`src/rtl/led_seg7_pkg.sv`:
```
// Shared definitions for the 7-segment scan controller.
//   SEG_0..SEG_F : active-high segment patterns, bit order {g,f,e,d,c,b,a}
//   SEG_OFF      : all segments dark
//   scan_state_t : scan sequencer states
//   digit_t      : one stored digit (decimal point + hex nibble)
package led_seg7_pkg;

  localparam logic [6:0] SEG_0   = 7'h3f;
  localparam logic [6:0] SEG_1   = 7'h06;
  localparam logic [6:0] SEG_2   = 7'h5b;
  localparam logic [6:0] SEG_3   = 7'h4f;
  localparam logic [6:0] SEG_4   = 7'h66;
  localparam logic [6:0] SEG_5   = 7'h6d;
  localparam logic [6:0] SEG_6   = 7'h7d;
  localparam logic [6:0] SEG_7   = 7'h07;
  localparam logic [6:0] SEG_8   = 7'h7f;
  localparam logic [6:0] SEG_9   = 7'h6f;
  localparam logic [6:0] SEG_A   = 7'h77;
  localparam logic [6:0] SEG_B   = 7'h7c;
  localparam logic [6:0] SEG_C   = 7'h39;
  localparam logic [6:0] SEG_D   = 7'h5e;
  localparam logic [6:0] SEG_E   = 7'h79;
  localparam logic [6:0] SEG_F   = 7'h71;
  localparam logic [6:0] SEG_OFF = 7'h00;

  typedef enum logic [1:0] {
    S_OFF,
    S_BLANK,
    S_ON
  } scan_state_t;

  typedef struct packed {
    logic       dp;
    logic [3:0] data;
  } digit_t;

endpackage

```
`src/rtl/led_seg7_scan_ctrl_hex_decode.sv`:
```
// Hex nibble to 7-segment pattern, purely combinational.
//   hex : value 0..F
//   seg : segments {g,f,e,d,c,b,a}, active high
module seg7_hex_decode
  import led_seg7_pkg::*;
(
  input  logic [3:0] hex,
  output logic [6:0] seg
);

  always_comb begin
    seg = SEG_OFF;
    case (hex)
      4'h0: seg = SEG_0;
      4'h1: seg = SEG_1;
      4'h2: seg = SEG_2;
      4'h3: seg = SEG_3;
      4'h4: seg = SEG_4;
      4'h5: seg = SEG_5;
      4'h6: seg = SEG_6;
      4'h7: seg = SEG_7;
      4'h8: seg = SEG_8;
      4'h9: seg = SEG_9;
      4'hA: seg = SEG_A;
      4'hB: seg = SEG_B;
      4'hC: seg = SEG_C;
      4'hD: seg = SEG_D;
      4'hE: seg = SEG_E;
      4'hF: seg = SEG_F;
      default: seg = SEG_OFF;
    endcase
  end

endmodule

```
`src/rtl/led_seg7_scan_ctrl.sv`:
```
// Time-multiplexed scan controller driving DIGITS common-cathode digits
// from one shared segment bus. Each digit slot starts with a blanking
// window (all selects off) to avoid ghosting. Digit values are written
// into a shadow bank and copied to the display bank only at a frame
// boundary, so a multi-digit value never appears half-updated.
//   clk, rst_n     : clock, synchronous active-low reset
//   enable         : 1 = scanning, 0 = display dark
//   wr_valid/ready : shadow write handshake (ready low while a commit pends)
//   wr_addr/data/dp: digit index, hex value, decimal point
//   commit         : request shadow -> display copy at next frame boundary
//   frame_done     : one-cycle pulse when the copy is applied
//   sm_cs_n        : digit selects, active low
//   sm_db, sm_dp   : segments a..g and decimal point, active high
module led_seg7_scan_ctrl
  import led_seg7_pkg::*;
#(
  parameter int DIGITS    = 2,
  parameter int SCAN_DIV  = 50000,
  parameter int BLANK_CYC = 500
) (
  input  logic              clk,
  input  logic              rst_n,
  input  logic              enable,
  input  logic              wr_valid,
  output logic              wr_ready,
  input  logic [2:0]        wr_addr,
  input  logic [3:0]        wr_data,
  input  logic              wr_dp,
  input  logic              commit,
  output logic              frame_done,
  output logic [DIGITS-1:0] sm_cs_n,
  output logic [6:0]        sm_db,
  output logic              sm_dp
);

  localparam int IDX_W = (DIGITS > 1) ? $clog2(DIGITS) : 1;
  localparam int CNT_W = $clog2(SCAN_DIV);

  localparam logic [CNT_W-1:0] CNT_LAST   = CNT_W'(SCAN_DIV - 1);
  localparam logic [CNT_W-1:0] BLANK_LAST = CNT_W'(BLANK_CYC - 1);
  localparam logic [IDX_W-1:0] IDX_LAST   = IDX_W'(DIGITS - 1);

  scan_state_t      state_reg, state_next;
  logic [CNT_W-1:0] cnt_reg, cnt_next;
  logic [IDX_W-1:0] idx_reg, idx_next;
  logic             pending_reg, pending_next;

  digit_t shadow_reg  [DIGITS];
  digit_t display_reg [DIGITS];

  logic [DIGITS-1:0] cs_n_reg, cs_n_next;
  logic [6:0]        db_reg, db_next;
  logic              dp_reg, dp_next;
  logic              frame_done_reg;

  logic   frame_boundary;
  logic   copy_now;
  logic   wr_accept;
  logic   addr_ok;
  logic   lit;
  digit_t cur_digit;
  logic [6:0] seg_dec;

  // ---------------------------------------------------------------
  // Scan sequencer
  // ---------------------------------------------------------------
  always_comb begin
    state_next = state_reg;
    cnt_next   = cnt_reg;
    idx_next   = idx_reg;
    if (!enable) begin
      state_next = S_OFF;
      cnt_next   = '0;
      idx_next   = '0;
    end else begin
      case (state_reg)
        S_OFF: begin
          state_next = S_BLANK;
          cnt_next   = '0;
          idx_next   = '0;
        end
        S_BLANK, S_ON: begin
          if (cnt_reg == CNT_LAST) begin
            cnt_next   = '0;
            state_next = S_BLANK;
            idx_next   = (idx_reg == IDX_LAST) ? '0 : idx_reg + 1'b1;
          end else begin
            cnt_next = cnt_reg + 1'b1;
            if (state_reg == S_BLANK && cnt_reg == BLANK_LAST)
              state_next = S_ON;
          end
        end
        default: begin
          state_next = S_OFF;
          cnt_next   = '0;
          idx_next   = '0;
        end
      endcase
    end
  end

  // ---------------------------------------------------------------
  // Double-buffer control
  // ---------------------------------------------------------------
  // The frame ends on the last cycle of the last digit's slot.
  assign frame_boundary = (state_reg == S_ON) && (cnt_reg == CNT_LAST) &&
                          (idx_reg == IDX_LAST);
  // With the display dark there is no tearing to avoid, so copy at once.
  assign copy_now  = pending_reg && (frame_boundary || state_reg == S_OFF);
  assign wr_ready  = ~pending_reg;
  assign wr_accept = wr_valid & wr_ready;
  // Out-of-range addresses complete the handshake but store nothing.
  assign addr_ok   = ({29'd0, wr_addr} < 32'(DIGITS));

  always_comb begin
    pending_next = pending_reg;
    if (copy_now)
      pending_next = 1'b0;
    else if (commit && !pending_reg)
      pending_next = 1'b1;
  end

  // ---------------------------------------------------------------
  // Pin drive, registered one cycle after state/index
  // ---------------------------------------------------------------
  // Gating with enable directly darkens the pins on the very edge that
  // samples enable low, rather than one cycle later via the state.
  assign lit       = enable && (state_reg == S_ON);
  assign cur_digit = display_reg[idx_reg];

  seg7_hex_decode u_hex_decode (
    .hex (cur_digit.data),
    .seg (seg_dec)
  );

  generate
    for (genvar gi = 0; gi < DIGITS; gi++) begin : g_cs
      assign cs_n_next[gi] = ~(lit && (idx_reg == IDX_W'(gi)));
    end
  endgenerate

  assign db_next = lit ? seg_dec : SEG_OFF;
  assign dp_next = lit & cur_digit.dp;

  // ---------------------------------------------------------------
  // Registers
  // ---------------------------------------------------------------
  always_ff @(posedge clk) begin
    if (!rst_n) begin
      state_reg      <= enable ? S_BLANK : S_OFF;
      cnt_reg        <= '0;
      idx_reg        <= '0;
      pending_reg    <= 1'b0;
      cs_n_reg       <= '1;
      db_reg         <= SEG_OFF;
      dp_reg         <= 1'b0;
      frame_done_reg <= 1'b0;
      for (int i = 0; i < DIGITS; i++) begin
        shadow_reg[i]  <= '0;
        display_reg[i] <= '0;
      end
    end else begin
      state_reg      <= state_next;
      cnt_reg        <= cnt_next;
      idx_reg        <= idx_next;
      pending_reg    <= pending_next;
      cs_n_reg       <= cs_n_next;
      db_reg         <= db_next;
      dp_reg         <= dp_next;
      frame_done_reg <= copy_now;
      // Writes are only accepted while nothing is pending and the copy
      // only happens while pending, so the two never collide.
      if (wr_accept && addr_ok)
        shadow_reg[wr_addr[IDX_W-1:0]] <= '{dp: wr_dp, data: wr_data};
      if (copy_now) begin
        for (int i = 0; i < DIGITS; i++)
          display_reg[i] <= shadow_reg[i];
      end
    end
  end

  assign sm_cs_n    = cs_n_reg;
  assign sm_db      = db_reg;
  assign sm_dp      = dp_reg;
  assign frame_done = frame_done_reg;

endmodule
```
`config.mk`:
```
export PLATFORM = sky130hd
export DESIGN_NAME = led_seg7_scan_ctrl
export DESIGN_NICKNAME = d
export VERILOG_FILES = /design/src/rtl/led_seg7_pkg.sv /design/src/rtl/led_seg7_scan_ctrl_hex_decode.sv /design/src/rtl/led_seg7_scan_ctrl.sv
export SDC_FILE = /design/constraint.sdc
export NUM_CORES = 1
export LEC_CHECK = 0
export CORE_MARGIN = 2
export CORE_UTILIZATION = 25
export DETAILED_ROUTE_END_ITERATION = 10
export SLEW_MARGIN = 20
export SYNTH_ARGS = -nofsm -noshare
export SYNTH_HDL_FRONTEND = slang
export SYNTH_HIERARCHICAL = 1
export SYNTH_SLANG_ARGS = --single-unit
```
`constraint.sdc`:
```
create_clock -name clk -period 3.02 [get_ports clk]
set_clock_uncertainty 0.15 [all_clocks]
set_input_delay 0.604 -clock clk [delete_from_list [all_inputs] [get_ports clk]]
set_output_delay 0.604 -clock clk [all_outputs]
set_load 0.05 [all_outputs]
```
==> results of run 1 <==
==> cell families (layout without fill, tap and decap cells) <==
logic type | count (synthesis) | count (layout) | share of synthesized area [%]
XOR/XNOR | 15 | 15 | 5.42
multiplexers | 11 | 11 | 5.42
buffers and inverters | 23 | 52 | 4.49
flip-flops | 52 | 52 | 52.1
AO/OA/AOI/OAI | 11 | 11 | 3.15
AND/OR/NAND/NOR | 109 | 109 | 23.2
adder cells (fa/ha/maj) | 12 | 12 | 6.20
==> path summary, 6_finish.rpt <==
| kind | start | slack [ns] | to |
|---|---|---|---|
| setup / recovery | pending_reg | 0.66 | wr_ready |
| hold / removal | cnt_reg[0] | 0.33 | cnt_reg[0] |
| setup reg to reg | cnt_reg[0] | 0.67 | display_reg[0][0] |
| hold reg to reg | cnt_reg[0] | 0.33 | cnt_reg[0] |
==> metal layers <==
metal	share of wire (%)	wire [um]	track usage, %	up-vias
li1	-	-	-	841
met1	52	2140	11.3	711
met2	43	1800	13.1	33
met3	3.6	151	2.12	2
met4	1.1	47	3.38	0
met5	0	0	0	-
==> through the flow <==
stage          total power, W  instance area (um^2)  utilization [%]  hold slack [ns]  setup WS (ns)
2_1_floorplan        0.000954                  2420                -            0.252          0.316
3_3_place_gp          0.00101                  2810             30.1            0.293          0.593
3_5_place_dp          0.00102                  2810             30.1            0.305          0.561
4_1_cts               0.00145                  2910             31.2            0.330          0.639
5_1_grt               0.00151                  2910             31.2            0.347          0.406
6_report              0.00143                  2910             31.2            0.328          0.656
==> critical path, stage by stage, from the launching register on <==
cell,delay [ns]
dfxtp_1,0.36
inv_1,0.12
clkdlybuf4s50_1,0.82
==> layout by cell type, fill, tap and decap left out, types with 3 or more instances in the layout <==
master           count
nor3_1               5
nor2b_1              5
nand2b_1             3
edfxtp_1            22
buf_4                5
and2_1              13
xnor2_1             14
nand3_1              7
ha_1                12
nor2_1              34
clkbuf_8             5
dfxtp_1             30
and3_1               6
nor4_1               5
clkdlybuf4s50_1     24
nand2_1             20
a31oi_1              3
mux2i_1              3
inv_1               14
mux2_2               7
nand4_1              3
==> layout make-up <==
type                            instances  area [um^2]  area share, %
Tap cell                              129          161           5.55
Timing Repair Buffer                   29          278           9.55
Clock inverter                          3         28.8          0.989
Clock buffer                            5         68.8           2.37
Inverter                               15         58.8           2.02
Multi-Input combinational cell        158         1050           36.2
Sequential cell                        52         1260           43.4
==> where the power goes <==
group | leakage (nW) | switching, W | internal, W
Sequential | 0.473 | 0.0000141 | 0.000769
Clock | 0.0511 | 0.000255 | 0.000175
Combinational | 0.509 | 0.000128 | 0.0000894
Total | 1.03 | 0.000398 | 0.00103
==> reports/results.ini, run 1 <==
[layout]
post_route_cells_drive_above_1_share_pct=9.54
largest_reg_flops=16
diodes=0
syn_to_final_growth_pct=20.1
finalNonFillerCells=391
fillCellCount=953
nets=286

[clock_network]
htreeDepth=2
cts_tree=done
clk_latency_ns=0.31
cts_buffers=5
cts_resized=0
cts_root_buffer=clkbuf_8
hold_buffers=0
cts_buffer_depth=2
cts_setup_buffers=0
clk_pin_slew_ns=0.10
clock_sinks=52

[drt]
vias=1587
firstDrtPassIters=6
initialDrtViolationCount=47
ant_nets=0
drc=0
vias_per_cell=4.06
routed_wirelength_mm=4.14
post_drt_wl_per_cell_um=10.6

[critical_path]
start_kind=register
path_max_fanout=4
endpoint_kind=output pin
crit_arrival_ns=1.61
critical_path_class=register to output pin
critical_path_required_ns=2.27
r2r_cells=6

[timing]
period_minus_slack_ns=2.36
grt_setup_unrepaired=no
finalHoldViolCount=0
tightestPinTransition_ns=0.499
fin_setup_tns_ns=0
fmax_ghz=0.423
slew_violations=0
slew-limit-headroom_pct=66.6
fin_crit_sh_pct=78.3
finalSetupViolCount=0

[pwr]
p_leak_nw=1.03
vdd_drop_max_mv=0.186
p_per_area_nw_per_um2=492

[yosys]
ys_top_cells_by_area=edfxtp_1, dfxtp_1, ha_1
synth-edff-count=22
synthMostInstantiatedCell=nor2_1
yosysUniqueCellTypes=39
synth.yosys.seq_area_share_pct=52.1
synth_ff_type=dfxtp_1
synth_top_area_cell=edfxtp_1
yosysTopAreaCellShare_pct=27.3
ys_top_cells_by_count=nor2_1, dfxtp_1, edfxtp_1
synth_cells=233
syn_area_per_cell_um2=10.4
syn_area_um2=2420
synth-seq-cells=52
yosysWarnings=6
syn-num-nets=258
synth_async_sr_flop_share_pct=0

[floorplan]
die_y_um=102
rows=35
core_area_um2=9330
pin_count=25
start_util_pct=26.0
die_w_um=102
dieArea_um2=10500

[global_route]
grt_max_degree=20
grt_pass1_wl_mm=6.92
grt_use_total_pct=8.47
grt_pass1_vias=1496
grt_overflow=0
antenna_found_initial=0

[place]
post-place-cells=383
place_congestion=0.787
port-buffer-count=24
hpwl_mm=2.93

[run_status]
status=completed

[worst_hold_path]
holdPathStages=1
worstHoldPathType=register to register

[flow_run]
cap_violations=0

Note: power is estimated with default switching activity, not from simulation.
==> inputs of run 2 (changes only) <==
==> constraint.sdc (replaced) <==
create_clock -name clk -period 2.3 [get_ports clk]
set_clock_uncertainty 0.15 [all_clocks]
set_input_delay 0.46 -clock clk [delete_from_list [all_inputs] [get_ports clk]]
set_output_delay 0.46 -clock clk [all_outputs]
set_load 0.05 [all_outputs]
==> run 2 against run 1 <==
Die area unchanged; combinational power rose by 37%; power up 32%; first-iteration DRC count grew 89%; clock-buffer cell count did not move; critical path depth stayed put; utilization increased by 0.64 points; critical path type unchanged; largest cell class unchanged; highest routed layer unchanged.
==> reports/results.ini, run 2 (same netlist as run 1, synthesis figures left out) <==
[timing]
grt_setup_unrepaired=no
finalSetupViolCount=0
period_minus_slack_ns=2.23
slew-limit-headroom_pct=66.7
fin_crit_sh_pct=97.0
fin_setup_tns_ns=0
slew_violations=0
holdWs_ns=0.316
fmax_ghz=0.448
tightestPinTransition_ns=0.498
finalHoldViolCount=0

[layout]
nets=292
final_common_cell=nor2_1
syn_to_final_growth_pct=22.6
mostFrequentLayoutCells=nor2_1, dfxtp_1, clkdlybuf4s50_1
post_route_cells_drive_above_1_share_pct=11.9
diodes=0
largest_reg_flops=16

[critical_path]
crit_arrival_ns=1.62
start_kind=register
reg2reg_slack_ns=0.18
critical_path_class=register to output pin
path_max_fanout=4
critical_path_required_ns=1.69
endpoint_kind=output pin
setup.worst_path.start=pending_reg

[clock_network]
cts_buffer_depth=2
cts_root_buffer=clkbuf_8
cts_tree=done
cts_resized=0
htreeDepth=2
clock_sinks=52
clk_pin_slew_ns=0.10
clk_latency_ns=0.31
cts_setup_buffers=0
hold_buffers=0
cts_buffers=5

[place]
hpwl_mm=3.06
place_congestion=0.792
port-buffer-count=24

[drt]
vias=1666
ant_nets=0
vias_per_cell=4.20
firstDrtPassIters=6
initialDrtViolationCount=89
post_drt_wl_per_cell_um=10.3
routed_wirelength_mm=4.08
drc=0

[global_route]
antenna_found_initial=0
grt_use_total_pct=8.32
grt_pass1_vias=1493
grt_overflow=0
grtUsageMet1_pct=11.2
grt_use_met2_pct=12.7
grt_pass1_wl_mm=6.85
grt_max_degree=19
gr-usage-met3_pct=2.33
top_usage_layer=met2

[pwr]
p_leak_nw=1.06
vdd_drop_max_mv=0.266
p_per_area_nw_per_um2=634

[worst_hold_path]
worstHoldPathType=register to register
hp-start=idx_reg

[floorplan]
start_util_pct=26.0
rows=35
pin_count=25
dieArea_um2=10500
core_area_um2=9330
die_y_um=102
die_w_um=102

[run_status]
status=completed

[flow_run]
cap_violations=0

[run 2: cell types whose count changed in the layout (fill, tap and decap cells not counted)]
| cell | change |
|---|---|
| buf_12 | +1 |
| buf_4 | +5 |
| clkinvlp_4 | +1 |
| o21ai_2 | +1 |
| inv_6 | -2 |
| clkinv_4 | +1 |
| o21ai_0 | -1 |
[run 2: metrics by stage]
step | utilization, % | setup slack, ns | instance area, um^2 | std cells | total power, W
floorplan | - | 0.0497 | 2430 | 233 | 0.00125
global placement | 30.8 | 0.174 | 2870 | 389 | 0.00134
detailed placement | 30.8 | 0.130 | 2870 | 389 | 0.00135
CTS | 31.8 | 0.0508 | 2970 | 397 | 0.00191
global route | 31.8 | 0.00215 | 2970 | 397 | 0.00197
finish | 31.8 | 0.0683 | 2970 | 397 | 0.00188
[run 2: path summary, 6_finish.rpt]
kind                 to  cells past startpoint
max            wr_ready                      2
min          sm_cs_n[1]                      1
max reg2reg    sm_db[3]                      5
min reg2reg  sm_cs_n[1]                      1
[run 2: power by group]
part	total [W]	internal [W]	switching, W
clock	0.000554	0.000224	0.000330
sequential	0.00103	0.00101	0.0000207
combinational	0.000298	0.000127	0.000171
total	0.00188	0.00136	0.000521
[run 2: cell type report]
cell class                 instances  area, um^2
fill                             970        6360
multi-input combinational        158        1060
sequential                        52        1260
clock buffer                       5        68.8
timing repair buffer              35         335
tap                              129         161
clock inverter                     3        27.5
inverter                          15        58.8
[run 2: per-layer routing]
| layer | part of all wire, % | wire (um) | vias to the layer above |
|---|---|---|---|
| met5 | 0 | 0 | - |
| met4 | 1.5 | 62 | 0 |
| met3 | 5.4 | 219 | 5 |
| met2 | 45 | 1840 | 51 |
| met1 | 48 | 1960 | 755 |
| li1 | - | - | 855 |
[run 2: critical path: stages, from the launching register on]
cell             delay [ns]
dfxtp_1                0.36
inv_1                  0.13
clkdlybuf4s50_1        0.82
==> inputs of run 3 (changes only) <==
--- a/config.mk
+++ b/config.mk
@@ -5,9 +5,13 @@
 export SDC_FILE = /design/constraint.sdc
 export NUM_CORES = 1
 export LEC_CHECK = 0
+export CELL_PAD_IN_SITES_DETAIL_PLACEMENT = 2
+export CELL_PAD_IN_SITES_GLOBAL_PLACEMENT = 2
 export CORE_MARGIN = 2
 export CORE_UTILIZATION = 25
 export DETAILED_ROUTE_END_ITERATION = 10
+export MAX_ROUTING_LAYER = met4
+export PLACE_DENSITY_LB_ADDON = 0.1
 export SLEW_MARGIN = 20
 export SYNTH_ARGS = -nofsm -noshare
 export SYNTH_HDL_FRONTEND = slang
==> constraint.sdc (replaced) <==
create_clock -name clk -period 2.1 [get_ports clk]
set_clock_uncertainty 0.15 [all_clocks]
set_input_delay 0.42 -clock clk [delete_from_list [all_inputs] [get_ports clk]]
set_output_delay 0.42 -clock clk [all_outputs]
set_load 0.05 [all_outputs]
==> run 3 against run 2 <==
Power is 12% higher; largest cell class unchanged; sequential power grew 9.7%; hold slack improved by 0.021 ns; clock power grew 13%; critical path depth up 3; via count increased by 5.8%; cell count increased by 3.5%; sequential share of layout area fell by 1.8 points.
==> reports/results.ini, run 3 (same netlist as run 1, synthesis figures left out) <==
[global_route]
grt_overflow=0
antenna_found_initial=0
grt_use_total_pct=11.2
grt_pass1_wl_mm=8.80
grt_pass1_vias=1792
grt_max_degree=20

[timing]
fin_setup_tns_ns=0
fin_crit_sh_pct=98.4
tightestPinTransition_ns=0.508
slew-limit-headroom_pct=66.1
fmax_ghz=0.484
holdWs_ns=0.338
finalHoldViolCount=0
period_minus_slack_ns=2.07
grt_setup_unrepaired=yes
finalSetupViolCount=0
slew_violations=0

[clock_network]
cts_buffers=5
cts_tree=done
htreeDepth=2
clock_sinks=52
clk_latency_ns=0.31
clk_pin_slew_ns=0.10
cts_root_buffer=clkbuf_8
cts_buffer_depth=2

[critical_path]
reg2reg_to=display_reg[0][1]
reg2reg_slack_ns=0.03
r2r-start=cnt_reg[7]
path_max_fanout=10
crit_arrival_ns=1.95
r2r_cells=5
critical_path_required_ns=1.99
start_kind=register
critical_path_class=register to register
endpoint_kind=register

[flow_run]
cap_violations=0

[layout]
diodes=0
final_cell_area_um2=3110
syn_to_final_growth_pct=28.5
mostFrequentLayoutCells=nor2_1, dfxtp_1, buf_4
multiInputGateArea_um2=1080
post_route_cells_drive_above_1_share_pct=19.1
final_common_cell=nor2_1
nets=306
largest_reg_flops=16
fillCellCount=1033
regArea_um2=1260

[drt]
firstDrtPassIters=4
post_drt_wl_per_cell_um=12.3
vias=1762
ant_nets=0
drc=0
initialDrtViolationCount=39
routed_wirelength_mm=5.07
vias_per_cell=4.29

[worst_hold_path]
min_to=sm_cs_n[1]
worstHoldPathType=register to register
holdPathStages=1
hp-start=idx_reg

[floorplan]
start_util_pct=26.0
dieArea_um2=10500
pin_count=25
rows=35
core_area_um2=9330
die_y_um=102
die_w_um=102

[place]
placed_cell_area_um2=2990
hpwl_mm=3.98
port-buffer-count=24
place_congestion=0.714

[pwr]
p_per_area_nw_per_um2=680
vdd_drop_max_mv=0.301
p_total_w=0.00212
p_leak_nw=1.15

[run_status]
status=completed

run 3: changes by cell type in the layout (fill, tap and decap cells not counted), moves of 2 or more:
| cell | delta |
|---|---|
| inv_6 | +2 |
| dfxtp_2 | +3 |
| dfxtp_1 | -3 |
| buf_4 | +14 |
run 3: through the flow:
step	setup WS [ns]	utilization, %	instances
5_1_grt	-0.0397	33.4	411
3_3_place_gp	-0.0699	32.0	402
4_1_cts	0.0273	33.3	411
2_1_floorplan	-0.127	-	233
3_5_place_dp	-0.148	32.0	402
6_report	0.0336	33.4	411
run 3: critical path, cell delays in order (launching register included):
cell and delay, ns:
dfxtp_2 0.33, or4bb_4 0.54, nor4_4 0.30, a31oi_2 0.16
o21ai_4 0.17, buf_12 0.14
run 3: worst max-delay path by stage:
stage                           from           endpoint  slack (ns)
after floorplan           cnt_reg[9]  display_reg[0][0]       -0.13
after global placement         rst_n   shadow_reg[0][2]       -0.07
after detailed placement       rst_n   shadow_reg[0][2]       -0.15
after CTS                 cnt_reg[7]  display_reg[0][4]        0.03
after global routing      cnt_reg[7]  display_reg[0][1]       -0.04
final                     cnt_reg[7]  display_reg[0][1]        0.03
run 3: report_power, final:
group,internal (W),total (W),switching [W],leakage [nW]
logic,0.000160,0.000362,0.000203,0.627
clock network,0.000252,0.000625,0.000372,0.0511
registers,0.00111,0.00113,0.0000232,0.475
run 3: layout make-up:
class	count	area share (%)
clock buffers	5	2.21
clock inverters	3	0.925
well taps	129	5.19
inverters	15	1.89
repair buffers	49	14.5
flip-flops and latches	52	40.7
multi-input cells	158	34.7
run 3: per-layer routing:
metal | wire length (um) | track usage [%] | up-vias
li1 | - | - | 882
met1 | 2600 | 15.4 | 846
met2 | 2240 | 16.2 | 30
met3 | 152 | 2.46 | 4
met4 | 72 | 3.69 | 0
met5 | 0 | - | -
run 3: what timing repair did:
action,CTS,global route
gates cloned,0,0
setup endpoints to repair,10,27
hold endpoints to repair,0,0
gates resized for setup,0,4
hold buffers,0,0
setup buffers,1,0
pin swaps,1,1
